[config.mk]
export PLATFORM = sky130hd
export DESIGN_NAME = ahb_out_arb_rr4_qos
export DESIGN_NICKNAME = d
export VERILOG_FILES = /design/src/rtl/ahb_out_arb_rr4_qos.sv
export SDC_FILE = /design/constraint.sdc
export NUM_CORES = 1
export LEC_CHECK = 0
export ABC_AREA = 1
export BUFFER_PORTS_ARGS = -buffer_cell sky130_fd_sc_hd__buf_2
export CAP_MARGIN = 30
export CELL_PAD_IN_SITES_DETAIL_PLACEMENT = 0
export CELL_PAD_IN_SITES_GLOBAL_PLACEMENT = 1
export CORE_MARGIN = 4
export CORE_UTILIZATION = 42
export CTS_CLUSTER_DIAMETER = 100
export CTS_CLUSTER_SIZE = 14
export DETAILED_ROUTE_END_ITERATION = 12
export GPL_TIMING_DRIVEN = 0
export HOLD_SLACK_MARGIN = 0.02
export MAX_ROUTING_LAYER = met4
export PLACE_DENSITY_LB_ADDON = 0.1
export SLEW_MARGIN = 30
export SYNTH_ARGS = -nofsm -noshare
export SYNTH_HDL_FRONTEND = slang
export SYNTH_SLANG_ARGS = --single-unit
[constraint.sdc]
create_clock -name HCLK -period 3.73 [get_ports HCLK]
set_clock_uncertainty 0.15 [all_clocks]
set_input_delay 0 -clock HCLK [delete_from_list [all_inputs] [get_ports HCLK]]
set_output_delay 0 -clock HCLK [all_outputs]
set_load 0.01 [all_outputs]
[src/rtl/ahb_out_arb_rr4_qos.sv]
// Round-robin output-stage arbiter for one shared AHB slave port (4 input ports).
// Optional fixed-port precedence with anti-starvation is enabled by ARB_PRIO_EN.
module ahb_out_arb_rr4_qos #(
  parameter int unsigned INCR_MAX_BEATS = 8,
  parameter int unsigned PRIO_PORT      = 0
) (
  input  logic       HCLK,
  input  logic       HRESETn,
  input  logic [3:0] req_port,
  input  logic       HREADYM,
  input  logic       HSELM,
  input  logic [1:0] HTRANSM,
  input  logic [2:0] HBURSTM,
  input  logic       HMASTLOCKM,
  output logic [1:0] addr_in_port,
  output logic       no_port,
  output logic       arb_hold
);

  localparam logic [1:0] TR_IDLE   = 2'b00;
  localparam logic [1:0] TR_BUSY   = 2'b01;
  localparam logic [1:0] TR_NONSEQ = 2'b10;
  localparam logic [1:0] TR_SEQ    = 2'b11;

  localparam logic [2:0] BU_SINGLE = 3'd0;
  localparam logic [2:0] BU_INCR   = 3'd1;
  localparam logic [2:0] BU_WRAP4  = 3'd2;
  localparam logic [2:0] BU_INCR4  = 3'd3;
  localparam logic [2:0] BU_WRAP8  = 3'd4;
  localparam logic [2:0] BU_INCR8  = 3'd5;
  localparam logic [2:0] BU_WRAP16 = 3'd6;
  localparam logic [2:0] BU_INCR16 = 3'd7;

  localparam logic [3:0] INCR_LIMIT = 4'(INCR_MAX_BEATS);
  localparam logic [3:0] INCR_LOAD  = 4'(INCR_MAX_BEATS - 2);

  if (INCR_MAX_BEATS < 2 || INCR_MAX_BEATS > 15) begin : g_bad_incr_max
    $error("ahb_out_arb_rr4_qos: INCR_MAX_BEATS must be in 2..15");
  end
  if (PRIO_PORT > 3) begin : g_bad_prio_port
    $error("ahb_out_arb_rr4_qos: PRIO_PORT must be in 0..3");
  end

  typedef enum logic [1:0] {NOPORT, OWNED, HELD} state_t;

  state_t     state_q, state_n;
  logic [1:0] cur_q, cur_n;
  logic [3:0] remain_q, remain_n;
  logic [3:0] incr_q, incr_n;
  logic       hold_q, hold_raw, hold_n;
  logic [1:0] low_idx, rr_idx, scan_idx, pick_idx;
  logic       rr_found, pick;

  // Burst tracking from the current address phase
  always_comb begin
    remain_n = remain_q;
    hold_raw = hold_q;
    incr_n   = incr_q;
    if (!HSELM || HTRANSM == TR_IDLE) begin
      remain_n = '0;
      hold_raw = 1'b0;
      incr_n   = '0;
    end else begin
      case (HTRANSM)
        TR_NONSEQ: begin
          case (HBURSTM)
            BU_WRAP4, BU_INCR4:   begin remain_n = 4'd2;  hold_raw = 1'b1; incr_n = '0; end
            BU_WRAP8, BU_INCR8:   begin remain_n = 4'd6;  hold_raw = 1'b1; incr_n = '0; end
            BU_WRAP16, BU_INCR16: begin remain_n = 4'd14; hold_raw = 1'b1; incr_n = '0; end
            BU_INCR: begin
              remain_n = INCR_LOAD;
              hold_raw = 1'b1;
              // chained INCRs keep counting inside the same window
              if (!hold_q || incr_q == '0) incr_n = 4'd1;
            end
            default: begin remain_n = '0; hold_raw = 1'b0; incr_n = '0; end
          endcase
        end
        TR_SEQ: begin
          if (remain_q == '0) hold_raw = 1'b0;
          else                remain_n = remain_q - 4'd1;
          if (incr_q != '0 && incr_q != 4'd15) incr_n = incr_q + 4'd1;
        end
        default: ;
      endcase
    end
    hold_n = hold_raw && !(incr_n >= INCR_LIMIT);
  end

  always_comb begin
    low_idx  = '0;
    rr_idx   = '0;
    rr_found = 1'b0;
    scan_idx = '0;
    for (int unsigned i = 0; i < 4; i++) begin
      if (req_port[3-i]) low_idx = 2'(3 - i);
    end
    for (int unsigned i = 1; i < 4; i++) begin
      scan_idx = cur_q + 2'(i);
      if (!rr_found && req_port[scan_idx]) begin
        rr_found = 1'b1;
        rr_idx   = scan_idx;
      end
    end
  end

`ifdef ARB_PRIO_EN
  localparam logic [1:0] PRIO_IDX = 2'(PRIO_PORT);
  logic [1:0] win_q, win_n;
  logic       prio_req, others_req;
  assign prio_req   = req_port[PRIO_IDX];
  assign others_req = |(req_port & ~(4'b0001 << PRIO_IDX));
`endif

  always_comb begin
    state_n  = state_q;
    cur_n    = cur_q;
    pick     = 1'b0;
    pick_idx = low_idx;
`ifdef ARB_PRIO_EN
    win_n    = win_q;
`endif
    if (state_q == HELD) begin
      if (!hold_n && !HMASTLOCKM) state_n = OWNED;
    end else if (state_q == OWNED && (hold_n || HMASTLOCKM)) begin
      state_n = HELD;
    end else begin
      if (state_q == OWNED) begin
        pick     = rr_found;
        pick_idx = rr_idx;
      end else begin
        pick     = |req_port;
        pick_idx = low_idx;
      end
`ifdef ARB_PRIO_EN
      if (prio_req && win_q != 2'd2) begin
        pick     = 1'b1;
        pick_idx = PRIO_IDX;
      end
      if (pick) begin
        if (pick_idx == PRIO_IDX && others_req) win_n = (win_q == 2'd2) ? 2'd1 : win_q + 2'd1;
        else                                    win_n = '0;
      end
`endif
      if (pick) begin
        state_n = OWNED;
        cur_n   = pick_idx;
      end else if (!HSELM) begin
        state_n = NOPORT;
      end
    end
  end

  always_ff @(posedge HCLK or negedge HRESETn) begin
    if (!HRESETn) begin
      state_q  <= NOPORT;
      cur_q    <= '0;
      remain_q <= '0;
      incr_q   <= '0;
      hold_q   <= 1'b0;
`ifdef ARB_PRIO_EN
      win_q    <= '0;
`endif
    end else if (HREADYM) begin
      state_q  <= state_n;
      cur_q    <= cur_n;
      remain_q <= remain_n;
      incr_q   <= incr_n;
      hold_q   <= hold_n;
`ifdef ARB_PRIO_EN
      win_q    <= win_n;
`endif
    end
  end

  assign addr_in_port = cur_q;
  assign no_port      = (state_q == NOPORT);
  assign arb_hold     = (state_q == HELD);

endmodule

Word-level counts from Yosys, hierarchy flattened
Cells that the tools add are included.
Storage, ports and cells
  register bits: 13
  bits in latches: 0
  RAM bits: 0
  ROM bits: 0
  bits of input ports: 14
  output and inout port bits: 4
  memories kept: 0
Cells by class
  $add $sub $neg: 5
  multipliers: 0
  div/mod/pow operators: 0
  order comparisons: 4
  equality and inequality tests: 15
  shift operators: 0
  muxes and demuxes: 38
  bitwise logic cells: 2
  reductions and logical operators: 30
Operator list (count)
  $mux W2: 13
  $mux W4: 6
  $pmux W4 S2: 2
  $eq A3 B3 Y1 const B: 4
  $mux W1: 12
  $pmux W4 S3: 1
  $lt A2 B3 Y1 const B: 3
  $logic_not A4 Y1: 2
  $logic_not A1 Y1: 7
  $reduce_or A7 Y1: 1
  $bmux W1 S2: 3
  $eq A2 B2 Y1 const B: 3
  $eq A3 B2 Y1 const B: 2
  $logic_and A1 B1 Y1: 6
  $reduce_and A3 Y1: 2
  $add A2 B2 Y2 const B: 2
  $add A4 B1 Y4 const B: 1
  $ge A4 B4 Y1 const B: 1
  $logic_not A2 Y1: 2
  $ne A4 B1 Y1 const B: 1
  $ne A4 B4 Y1 const B: 1
  $reduce_and A4 Y1: 1
  $reduce_bool A4 Y1: 1
  $reduce_or A2 Y1: 2
  12 further kinds: 15

Depth between registers and ports, before layout
Gate-level depths: netlist of the first run.
  depth in word-level cells: 16
  depth in mapped cells: 14
  mapped depth without buffers: 13

Worst setup path before layout of the first run
Ideal clock, no wire load.
  path kind: register to register
  start: register incr_q[0]
  end: register state_q[0]
  arrival: 1.381 ns
  required time: 3.462 ns
  slack: 2.081 ns
  stages on the path, launching flop included: 14
  path buffers: 0
  clock period less this slack: 1.649 ns
  cell sequence: dfrtp_1 ha_1 nand2_1 nand2_1 nand2_1 nand3_1 nand3_2 nand2_2 nand2_4 nand2_2 nand2_1 nand2_1 nand3_1 nand2_1
Between the ends
  cells in the longest elaborated chain, start to end: 13
  elaborated cells between the ends (all ways): 23
  classes of those cells: add/sub: 1; order compare: 1; eq/ne: 3; mux: 7; reduce/logical: 11
RTL lines
  start, declared: line 49  | logic [3:0] incr_q, incr_n;
  start signal, assigned: line 168  | incr_q <= incr_n;
  parallel branches: the longest is 4 deep, another holds $add A4 B1 Y4
  $pmux W4 S2 (*): line 64  | case (HTRANSM)
  $mux W4 (*): line 59  | if (!HSELM || HTRANSM == TR_IDLE) begin
  $ge A4 B4 Y1 (*): line 87  | hold_n = hold_raw && !(incr_n >= INCR_LIMIT);
  $logic_not A1 Y1 (*): line 87
  $logic_and A1 B1 Y1 (*): line 87
  $logic_or A1 B1 Y1 or $logic_not A1 Y1 (tied branches): line 125, 124
  $logic_and A1 B1 Y1 (on tied branches): line 125, 124
  $ne A4 B1 Y1 (no source line), or another cell as far along
  $reduce_and A3 Y1 (no source line) or $mux W2 (tied branches)
  end signal, assigned: line 165  | state_q <= state_n;
  end, declared: line 46  | state_t state_q, state_n;
Mark *: on every way between the ends.
A chain may end at the register's enable or synchronous reset.

Final worst setup path of the first run
  start: register incr_q[0]
  end: register incr_q[0]
Between the ends
  cells in the longest elaborated chain, start to end: 6
  elaborated cells between the ends (all ways): 11
  classes of those cells: add/sub: 1; eq/ne: 1; mux: 5; reduce/logical: 4
RTL lines (line)
  parallel branches: the longest is 4 deep, another holds $add A4 B1 Y4
  $pmux W4 S2 (*): 64
  $mux W4 (*): 59
Marked as above.

==> flow_results.org, run 1 <==
** Run status
- The run finished with clean final reports.

** Routing
- Antenna Nets Post-Route :: 0
- DRT Wirelength :: 2.93 mm
- Via Count :: 1325
- In the final routed layout, each cell accounts on average for 11.2 um.
- The first TritonRoute pass finished after 4 iterations.
- After detailed routing, the number of remaining DRC violations is 0.
- After detailed routing, the number of vias per cell comes to 5.08.
- Number of violations reported at the end of detailed-routing iteration 0 :: 60

** Placement
- Once placement finished, the instance area stood at 1390 um2.
- Total instance count after detailed placement :: 248
- Placed wire-length estimate :: 2.27 mm
- At the end of routability-driven placement, the weighted congestion stood at 0.865.
- Port buffering added 16 buffers.

** Clocking
- Counting along the longest clock path gives a buffer depth of 2.
- Worst skew pair latency :: 0.28 ns
- Counting every sink on the clock net gives 13.
- # resized after CTS :: 0
- CTS HTree Levels :: 1
- Clock-pin slew was measured on the worst setup and hold paths at 0.10 ns.
- Number of buffers added by the clock tree synthesis step :: 3
- Clock tree from TritonCTS :: done
- The tree is rooted in a clkbuf_4.

** Final layout
- Summed area of non-filler cells in the final layout :: 1500 um2
- The count of cells in the finished layout, fillers not included, comes to 261.
- Fraction of final layout cells with drive strength greater than 1 :: 19.1%
- Net count reported at finish :: 249
- The number of antenna diodes in the final layout is 0.
- FF+latch area :: 325 um2
- FILL cells :: 287
- Syn-to-layout area delta :: 18.6%
- The multi-input combinational cells in the finished layout cover a total of 788 um2.

** STA
- The final hold violation count is 0.
- The max-slew violation total from the final report came to 0.
- Final cycle utilization of the critical path :: 60.7%
- RSZ-0062 raised after global routing :: false
- Final worst path period need :: 2.27 ns
- Timing would allow up to 441 MHz.
- Slew of the pin with the lowest slew margin :: 0.650 ns
- Slew HR :: 56.5%
- Final total negative setup slack :: 0 ns
- Setup violations remaining at the end of the flow were counted as 0.

** Power
- Total power divided by cell area :: 477 nW/um2
- Summed over all cells, the static leakage comes to 0.773 nW.
- Across the VDD grid, the largest voltage drop is 0.312 mV.

** Critical path
- The worst setup path is launched from a flip-flop.
- Cell count of the worst reg-to-reg path :: 10
- Kind of critical path :: reg -> reg
- In this run the critical register-to-register path is captured at incr_q[0].
- At the worst endpoint, the required time is 3.80 ns.
- Nature of the critical path endpoint :: flip-flop
- STA puts the critical path data arrival time at 2.34 ns.
- The most critical setup path has its startpoint at incr_q[0].
- Setup slack on the worst reg-to-reg path comes out at 1.46 ns.
- Critical register-to-register path startpoint :: incr_q[0]
- In this run the worst path has a maximum fanout of 7.

** Yosys
- Yosys cell types :: 30
- Summing every instance area after synthesis gives 1270 um2.
- Number of storage elements in the synthesis netlist :: 13
- For this run, the leading register cell type out of synthesis is dfrtp_1.
- In this run the mean area of a mapped cell was 6.31 um2.
- For this run, the number of Yosys warnings is 0.
- Synthesized instance count :: 201
- Sequential share of the synthesized area :: 25.7%
- Count of flip-flops with a built-in enable after synthesis :: 0
- Counting flops with an async set or reset pin after synthesis yields a share of 100%.
- Synthesis produced a netlist with a net count of 219.

** Min path
- Counting instances, the worst hold path has a depth of 6.
- Worst min path class :: in -> reg
- Terminating pin of the worst hold path :: addr_in_port[1]
- The startpoint identified for the worst hold timing path is req_port[1].

** Die
- Initial core utilization :: 44.8%
- The die is 62.9 um wide.
- The floorplan step defined a core boundary enclosing 2830 um2.
- Total Die Area :: 3960 um2
- Height of the chip :: 62.9 um
- # IOs :: 18
- Number of core rows :: 19

** Global routing
- Global-route wire length before repair :: 5.48 mm
- Global routing finished with a remaining overflow of 0.
- The number of antenna violations at the first check in global routing was 0.
- The number of global-route vias before repair is 1250.
- Across every metal layer, demand over resource in global routing totals 17.1%.
- Entering global routing, the biggest net connects 14 pins.

** Job
- Max-cap violations in this run came to 0.
cell families (layout without fill, tap and decap cells):
group	after synthesis	after routing	synth area share (%)
compound gates	35	35	16.2
buf+inv	35	64	12.1
fa+ha+maj	4	4	3.95
flops	13	13	25.7
simple gates	114	114	42.1
cell usage in the layout (no fill, tap or decap):
cell type,count
a21oi_1,9
a21oi_2,1
a31oi_1,2
buf_2,16
buf_6,2
clkbuf_1,1
clkbuf_4,3
clkinv_4,1
dfrtp_1,13
dlygate4sd3_1,9
ha_1,4
inv_1,28
inv_2,3
inv_4,1
nand2_1,60
nand2_2,9
nand2_4,2
nand3_1,13
nand3_2,2
nand3b_1,1
nand4_1,5
nor2_1,16
nor2_2,1
nor2_4,2
nor3_1,2
nor4_1,1
o211ai_1,1
o21ai_0,12
o21ai_1,1
o21ai_2,1
o21bai_1,1
o22ai_1,3
o31ai_1,3
o32ai_1,1
how the worst max path moves through the flow:
stage                 end
2_1_floorplan  state_q[0]
3_3_place_gp   state_q[0]
3_5_place_dp   state_q[0]
4_1_cts         incr_q[0]
5_1_grt         incr_q[0]
6_report        incr_q[0]
where the power goes:
part	total (mW)	internal (mW)	switching, mW
sequential	0.195	0.168	0.0269
clock	0.0904	0.0414	0.0490
combinational	0.432	0.156	0.276
timing repair:
item	in CTS	in global routing
setup buffers	0	0
hold endpoints to repair	21	0
hold buffers	9	0
metrics by stage:
step | setup WS [ns] | total power, mW | util (%) | hold WS [ns]
3_3_place_gp | 1.91 | 0.612 | 49.0 | -0.240
4_1_cts | 1.48 | 0.724 | 53.1 | 0.0252
5_1_grt | 1.26 | 0.802 | 53.1 | 0.0707
2_1_floorplan | 2.08 | 0.522 | - | -0.446
6_report | 1.46 | 0.717 | 53.1 | 0.0290
3_5_place_dp | 1.91 | 0.618 | 49.0 | -0.234
state kept, by name (all words and copies together) (netlist names):
name,count
remain_q,4
addr_in_port,2
state_q,2
hold_q,1
incr_q,4
critical path, cell delays in order (launching register included):
cell	delay, ns
dfrtp_1	0.48
inv_1	0.12
ha_1	0.20
nand2_1	0.06
inv_1	0.05
nand2_1	0.09
o21ai_0	0.14
nor2_1	0.11
nor2_1	0.05
o32ai_1	0.19
dlygate4sd3_1	0.57
cell type report:
class                      count  share of cell area (%)
inverter                      33                    8.74
buffer                         2                    1.50
clock buffer                   4                    1.75
timing repair buffer          25                    11.3
multi-input combinational    153                    52.5
sequential                    13                    21.6
tap                           31                    2.58
synthesized netlist by cell type, drive strengths merged (2+ instances only):
master	n	area [um2]
o22ai	3	18.8
dfrtp	13	325
a21oi	10	53.8
nand3	15	85.1
buf	2	22.5
nand2	71	304
ha	4	50.1
a31oi	2	12.5
nand4	5	31.3
inv	32	123
nor3	2	10.0
o31ai	3	22.5
nor2	19	88.8
o21ai	14	73.8
metal layers:
layer | GRT usage [%] | vias up | wire, um
met2 | 26.1 | 18 | 1300
met1 | 23.4 | 585 | 1510
met3 | 2.70 | 2 | 98
met5 | - | - | 0
met4 | 4.41 | 0 | 17
li1 | - | 720 | -
Power figures use the tool's default switching activity.
==> run 2: changes to the inputs <==
ABC_AREA = 0   (was 1)
CORE_UTILIZATION = 37   (was 42)
clock period = 1.8 ns   (was 3.73 ns; I/O delays follow)
==> run 2 against run 1 <==
The run now ends with negative setup slack left. Routed wire length up 6.8%. Die area up 6.4%. Setup slack worse by 1.7 ns. Clock power up 110%. Synthesized area down 5.4%. Largest cell class unchanged. Critical endpoint is now addr_in_port[1]. Synthesized cell count down 25%. Critical path type unchanged.
==> flow_results.org, run 2 <==
** Yosys
- The adder and majority gate portion of the synthesized area is 4.18% (+0.23 points).
- The largest total area in the synthesized netlist belongs to dfrtp_1.
- The number of distinct library cell variants in the gate-level netlist after synthesis came to 49 (+63%).
- The post-synthesis share of cell area spent on and, or, nand and nor gates came to 29.0% (-13 points).
- Share of cell area taken by muxes after synthesis :: 4.70% (+4.7 points)
- Xor and xnor fraction of the mapped netlist area :: 0% (unchanged)
- Synthesized instance count :: 150 (-25%)
- Count of flip-flops with a built-in enable after synthesis :: 0 (unchanged)
- Most common cell in the synthesized netlist :: nand2_1
- The mean instance size in the synthesized netlist came to 7.99 um2 (+27%).
- Sequential share of the synthesized area :: 27.1% (+1.5 points)
- The number of warnings printed during yosys synthesis came to 0 (unchanged).
- The fraction of the mapped netlist area in compound gates came to 29.6% (+13 points).
- Sorting the synthesized cells by area gives the leading types as dfrtp_1, nand2_1, o21ai_0.
- Mapped cell area :: 1200 um2 (-5.4%)
- The register bit total from synthesis came to 13 (unchanged).
- By area, the combinational part of the netlist is dominated by compound AO/OA/AOI/OAI gates.
- Net Count, Synth :: 168 (-23%)
- In the synthesized netlist, the cells that appear most often are nand2_1, o21ai_0, dfrtp_1.
- Share of the synthesized area in the top cell type :: 27.1% (+1.5 points)
- Most used flip-flop cell after synthesis :: dfrtp_1
- Fraction of synthesis flops using an asynchronous set or reset pin :: 100% (unchanged)

** Die
- # IOs :: 18 (unchanged)
- Width of the chip :: 64.9 um (+3.1%)
- The area of the die came to 4210 um2 (+6.4%).
- Initial core utilization :: 38.9% (-5.9 points)
- Core Region :: 3080 um2 (+8.8%)
- The vertical extent of the die is 64.9 um (+3.1%).
- The cell row count is 20 (+1).

** Min path
- The path with the worst hold slack has its endpoint at incr_q[0].
- Worst min path class :: in -> reg
- WHS Path Cells :: 4 (-2)
- In this run the most critical hold path is launched from HTRANSM[1].

** Final layout
- Summed area of non-filler cells in the final layout :: 1540 um2 (+2.2%)
- The number of filler instances in the final layout was 331 (+15%).
- The final layout net count was 202 (-19%).
- In the layout the commonest cells are nand2_1, buf_2, o21ai_0, nor2_1.
- Final core utilization :: 49.9% (-3.2 points)
- Largest registers :: incr_q: 4 flops, remain_q: 4 flops
- Number of antenna cells inserted :: 0 (unchanged)
- Compared with the post-synthesis result, the final layout area differs by 28.2%.
- Leaving out fill and tap cells, the most frequent cell in the layout is nand2_1.
- Fraction of final layout cells with drive strength greater than 1 :: 26.2% (+7.1 points)

** Power
- Cell internal power dissipation :: 737 uW (+100%)
- The net switching power of the design is 537 uW (+52%).
- The static leakage came to 0.614 nW (-21%).
- Relative contribution of combinational cells to total power :: 53.8% (-6.4 points)
- Sequential share of power :: 31.5% (+4.4 points)
- The maximum vdd drop was 0.331 mV (+6.1%).
- Switching fraction of total power :: 42.2% (-7.0 points)
- Clock group share of total power :: 14.7% (+2.1 points)
- Total power divided by cell area :: 829 nW/um2 (+74%)

** Critical path
- Kind of critical path :: reg -> reg
- Reg2Reg Setup Slack :: -0.24 ns (-1.70 ns)
- CP startpoint kind :: flip-flop
- Destination of the worst register-to-register timing path :: addr_in_port[1]
- Critical register-to-register path startpoint :: hold_q
- Highest fanout seen on the critical path :: 3 (-4)
- Data required time of the critical path :: 1.82 ns (-1.98 ns)
- Data arrival, critical path :: 2.05 ns (-0.29 ns)
- The cell depth of the worst flop-to-flop path came to 6 (-4).
- Nature of the critical path endpoint :: flip-flop

** Clocking
- Clk buf depth :: 2 (unchanged)
- The sink count of the clock tree is 13 (unchanged).
- Clock tree synthesis selected as its root buffer the cell clkbuf_4.
- Worst skew pair latency :: 0.28 ns (about the same)
- TritonCTS built the clock tree.
- Clock-pin slew reported for the worst setup and hold paths after clock tree synthesis :: 0.09 ns (about the same)
- The number of buffers created by CTS was 3 (unchanged).
- The total number of H-tree levels is 1 (unchanged).

** STA
- The final hold violation count came to 0 (unchanged).
- The transition time at the pin with the least slew margin was 0.647 ns (-0.00271 ns).
- RSZ-0062 raised after global routing :: true
- Final number of max-transition violations :: 0 (unchanged)
- The relative slew slack came to 56.7% (+0.18 points).
- The minimum clock period is 2.04 ns (-0.230 ns).
- The number of failing setup endpoints in the final timing report was 6 (+6).
- The final clock period utilization by the worst path is 113% (+52 points).
- Max Freq :: 491 MHz (+11%)
- The worst-case setup margin in the final layout is -0.236 ns (-1.70 ns).

** Routing
- Detailed-route vias per instance :: 5.35 (+5.4%)
- The DRC violation count after routing came to 0 (unchanged).
- Number of violations reported at the end of detailed-routing iteration 0 :: 102 (+70%)
- DRT Wirelength :: 3.13 mm (+6.8%)
- The wire length per cell came to 13.8 um (+23%).
- The remaining antenna violation count after routing was 0 (unchanged).
- Via Count :: 1215 (-8.3%)
- Drt first pass iters :: 4 (unchanged)

** Placement
- The count of port buffers added during placement came to 17 (+1).
- Placed wire-length estimate :: 2.30 mm (+1.3%)
- Pre-CTS setup slack :: -0.306 ns (-2.21 ns)
- The placer's final routability congestion estimate came to 0.819 (-5.4%).
- Dpl cell area :: 1340 um2 (-3.2%)

** Global routing
- Vias in the first global route :: 1237 (-1.0%)
- Sum of overflow across all layers after global routing :: 0 (unchanged)
- The number of antenna violations at the first check in global routing was 0 (unchanged).
- The global-route wire length before repair was 5.36 mm (-2.1%).
- GRT Util Overall :: 16.5% (-0.54 points)
- Largest net degree at the start of global routing :: 14 (unchanged)

** Run status
- The checks that failed: negative setup slack.
- The flow ran to the end, but the final reports show violations.

** Job
- Maxcap violations :: 0 (unchanged)
## run 2: cell count changes after synthesis, moves of 4 or more
| cell | change |
|---|---|
| nor2_1 | -4 |
| nand3_1 | -7 |
| nand4_1 | -4 |
| clkbuf_1 | +4 |
| nand2_1 | -39 |
| nand2_2 | -9 |
| inv_1 | -19 |
## run 2: layout make-up
| type | instances | area [um2] | share of cell area, % |
|---|---|---|---|
| sequential | 13 | 330 | 21.5 |
| multi-input combinational | 121 | 858 | 55.9 |
| buffer | 7 | 30.0 | 1.95 |
| inverter | 9 | 33.8 | 2.20 |
| clock buffer | 4 | 26.3 | 1.71 |
| tap | 44 | 55.1 | 3.58 |
| timing repair buffer | 29 | 203 | 13.2 |
## run 2: cell families (layout without fill, tap and decap cells)
group / count (synthesis) / count (layout)
buffers and inverters: 16 / 49
AO/OA/AOI/OAI: 48 / 48
AND/OR/NAND/NOR: 64 / 64
multiplexers: 5 / 5
flip-flops: 13 / 13
adder cells (fa/ha/maj): 4 / 4
## run 2: per-layer routing
metal,share of wire (%),global-route usage (%),vias to the layer above,wire length [um]
li1,-,-,620,-
met5,0,-,-,0
met3,2.5,2.25,2,79
met1,46,19.1,578,1440
met2,51,28.1,15,1590
met4,0.67,7.92,0,21
## run 2: worst max-delay path by stage
stage	start	endpoint	slack [ns]
after floorplan	hold_q	addr_in_port[1]	-0.18
after global placement	incr_q[0]	addr_in_port[1]	-0.30
after detailed placement	incr_q[0]	addr_in_port[1]	-0.31
after CTS	hold_q	addr_in_port[1]	-0.30
after global routing	hold_q	addr_in_port[1]	-0.31
final	hold_q	addr_in_port[1]	-0.24
## run 2: stage by stage
stage / std cells / hold WS (ns) / power [mW] / setup TNS (ns)
final: 227 / 0.0297 / 1.27 / -0.651
after global routing: 227 / 0.0296 / 1.40 / -1.36
after CTS: 226 / 0.0226 / 1.28 / -0.762
after detailed placement: 211 / -0.231 / 1.06 / -0.771
after global placement: 211 / -0.238 / 1.05 / -0.691
after floorplan: 150 / -0.446 / 0.888 / -0.232
## run 2: critical path: stages (launching register included)
cell and delay [ns]:
dfrtp_1 0.40, nand4bb_4 0.13, o22a_1 0.22, a311o_1 0.31, a31o_4 0.25, a21oi_4 0.14, mux2_4 0.31
## run 2: repair_timing
item / 4_1_cts / 5_1_grt
buffers inserted: 3 / 1
hold endpoints to repair: 19 / 0
hold buffers: 8 / 0
pin swaps: 4 / 5
endpoints found under the setup margin: 6 / 11
gates resized for setup: 5 / 12
## run 2: power by group through the flow
stage / Sequential, mW / Combinational (mW) / Clock, mW
2_1_floorplan: 0.400 / 0.488 / 0
3_3_place_gp: 0.400 / 0.651 / 0
3_5_place_dp: 0.405 / 0.656 / 0
4_1_cts: 0.400 / 0.683 / 0.199
5_1_grt: 0.410 / 0.769 / 0.218
6_report: 0.401 / 0.686 / 0.187
==> run 3: changes to the inputs <==
==> constraint.sdc (replaced) <==
create_clock -name HCLK -period 1.8 [get_ports HCLK]
set_clock_uncertainty 0.15 [all_clocks]
set_input_delay 0.27 -clock HCLK [delete_from_list [all_inputs] [get_ports HCLK]]
set_output_delay 0.27 -clock HCLK [all_outputs]
set_load 0.01 [all_outputs]
==> run 3 against run 2 <==
The run still ends with negative setup slack left. Cell count fell by 3.5%. Count of clock-buffer cells in the layout did not move. Critical path depth did not move. Sequential share of layout area rose by 1.1 points. Worst hold slack improved by 0.18 ns. Via count fell by 1.8%. Utilization fell by 2.4 points. Flip-flop and latch count did not move. Routed wire length fell by 1.4%. Die area did not move. Non-clock buffer count fell by 8. First-iteration DRC count fell by 0.98%.
==> flow_results.org, run 3 (synthesis gave the netlist of run 2 again) <==
** Final layout
- The final layout net count came to 194 (-4.0%).
- In the layout the commonest cells are nand2_1, buf_2, o21ai_0, nor2_1.
- In the final layout, the registers with the most flip-flops are incr_q: 4 flops, remain_q: 4 flops.
- The library cell used most frequently in the layout, excluding fill and tap cells, is nand2_1.
- Multi-input logic area :: 858 um2 (unchanged)
- The share of post-route cells with drive strength above 1 came to 28.0% (+1.8 points).
- FF+latch area :: 330 um2 (unchanged)
- The antenna diode instance count is 0 (unchanged).
- The final standard cell count with taps included and fillers excluded came to 219 (-3.5%).
- Syn-to-layout area delta :: 22.1%
- The number of filler instances in the final layout was 332 (+0.30%).

** Placement
- The post-detailed-placement half-perimeter wirelength was 2.30 mm (unchanged).
- Routability congestion estimate :: 0.819 (unchanged)
- The placed cell count was 211 (unchanged).
- The count of port buffers added during placement was 17 (unchanged).

** STA
- The worst-case setup margin in the final layout was -0.237 ns (-0.00126 ns).
- Max Freq :: 491 MHz (about the same)
- The transition time at the pin with the least slew margin was 0.589 ns (-0.0582 ns).
- The final hold violation count is 0 (unchanged).
- Setup repair after global routing could not meet its margin everywhere.
- The final clock period utilization by the worst path came to 113% (about the same).
- Slew HR :: 60.3% (+3.6 points)
- The max-slew violation total from the final report is 0 (unchanged).
- The number of failing setup endpoints in the final timing report was 6 (unchanged).
- The minimum clock period came to 2.04 ns (+0.00126 ns).
- The final worst hold slack is 0.208 ns (+0.178 ns).

** Global routing
- Antenna violations before repair :: 0 (unchanged)
- The pin count of the biggest net entering global routing is 14 (unchanged).
- The aggregate global-route resource usage came to 16.0% (-0.52 points).
- Global-route wire length before repair :: 5.21 mm (-2.8%)
- Sum of overflow across all layers after global routing :: 0 (unchanged)
- Vias in the first global route :: 1190 (-3.8%)

** Critical path
- Termination of the worst setup path :: addr_in_port[1]
- Critical register-to-register path startpoint :: hold_q
- The signal arrival time at the worst endpoint came to 2.05 ns (about the same).
- By startpoint and endpoint, the worst setup path is classified as reg -> reg.
- Destination of the worst register-to-register timing path :: addr_in_port[1]
- Data required time of the critical path :: 1.82 ns (about the same)
- The cell depth of the worst flop-to-flop path is 6 (unchanged).
- STA classifies the critical path startpoint as a flip-flop.
- The largest fanout on the critical path is 3 (unchanged).
- In this run the worst setup path begins at hold_q.
- The worst reg-to-reg setup slack came to -0.24 ns (about the same).
- Nature of the critical path endpoint :: flip-flop

** Power
- Worst VDD drop :: 0.332 mV (+0.17%)
- The power per standard cell area came to 861 nW/um2 (+3.8%).
- Reported leakage power :: 0.587 nW (-4.5%)
- The overall power after layout is 1.26 mW (-1.1%).

** Job
- Maxcap violations :: 0 (unchanged)

** Clocking
- The sink count of the clock tree came to 13 (unchanged).
- Worst skew pair latency :: 0.28 ns (about the same)
- CTS HTree Levels :: 1 (unchanged)
- Clk buf depth :: 2 (unchanged)
- Number of buffers added by the clock tree synthesis step :: 3 (unchanged)
- TritonCTS built the clock tree.
- The clock edge transition at the registers on the reported setup and hold paths was 0.09 ns (about the same).
- Root buffer selected by CTS :: clkbuf_4

** Routing
- The wire length per cell is 14.1 um (+2.2%).
- The violation count after the first detailed-route iteration is 101 (-0.98%).
- The DRC violation count after routing is 0 (unchanged).
- Detailed-route vias per instance :: 5.45 (+1.8%)
- The via total after detailed routing came to 1193 (-1.8%).
- The post-detailed-routing wire length came to 3.09 mm (-1.4%).
- Drt first pass iters :: 4 (unchanged)
- Antenna Nets Post-Route :: 0 (unchanged)

** Die
- Height of the chip :: 64.9 um (unchanged)
- # IOs :: 18 (unchanged)
- Initial core utilization :: 38.9% (unchanged)
- The area inside the core boundary is 3080 um2 (unchanged).
- Width of the chip :: 64.9 um (unchanged)
- Total Die Area :: 4210 um2 (unchanged)
- The cell row count was 20 (unchanged).

** Run status
- The final reports fail on negative setup slack.
- The flow ran to the end, but the final reports show violations.

** Min path
- The min-delay analysis places its worst path in the category in -> reg.
==> run 3: changes by cell type in the layout (fill, tap and decap cells not counted), sizes merged <==
cell,delta
buf,-1
dlygate4sd3,-7
==> run 3: through the flow <==
stage / utilization, % / cell area [um2] / worst slack (ns) / setup TNS [ns]
after detailed placement: 43.6 / 1340 / -0.422 / -1.22
final: 47.6 / 1460 / -0.237 / -0.641
after CTS: 46.1 / 1420 / -0.300 / -0.762
after floorplan: - / 1200 / -0.177 / -0.232
after global placement: 43.6 / 1340 / -0.418 / -1.14
after global routing: 47.6 / 1460 / -0.315 / -1.35
==> run 3: final cells by class <==
cell class / instances / share of cell area, %
multi-input cells: 121 / 58.6
flip-flops and latches: 13 / 22.6
repair buffers: 22 / 9.06
well taps: 44 / 3.76
inverters: 9 / 2.31
plain buffers: 6 / 1.88
clock buffers: 4 / 1.79
==> run 3: report_power, final <==
part | leakage [nW] | internal, mW | switching (mW)
registers | 0.164 | 0.352 | 0.0711
clock network | 0.0150 | 0.0859 | 0.102
logic | 0.408 | 0.288 | 0.362
total | 0.587 | 0.726 | 0.535
==> run 3: metal layers <==
metal  vias up  track usage (%)  wire length, um
li1        605                -                -
met1       571             19.1             1450
met2        15             26.2             1530
met3         2             2.43               82
met4         0             7.92               21
met5         -                -                0
==> run 3: critical path, stage by stage, from the launching register on <==
cell	delay (ns)
dfrtp_1	0.40
nand4bb_4	0.13
o22a_1	0.22
a311o_1	0.31
a31o_4	0.25
a21oi_4	0.14
mux2_4	0.31
==> run 3: repair_timing <==
action	4_1_cts	5_1_grt
hold buffers	1	0
setup endpoints to repair	7	12
endpoints found under the hold margin	13	0
pin swaps	4	5
buffers inserted	3	1
gates resized for setup	5	13
==> run 3: worst min path at each step <==
stage / start / end / slack (ns) / cells past startpoint
6_report: HBURSTM[1] / remain_q[3] / 0.21 / 3
5_1_grt: HMASTLOCKM / state_q[0] / 0.22 / 4
4_1_cts: req_port[0] / addr_in_port[0] / 0.20 / 4
3_5_place_dp: HRESETn / incr_q[1] / 0.04 / 1
3_3_place_gp: HRESETn / incr_q[1] / 0.03 / 1
2_1_floorplan: HRESETn / addr_in_port[0] / -0.18 / 0
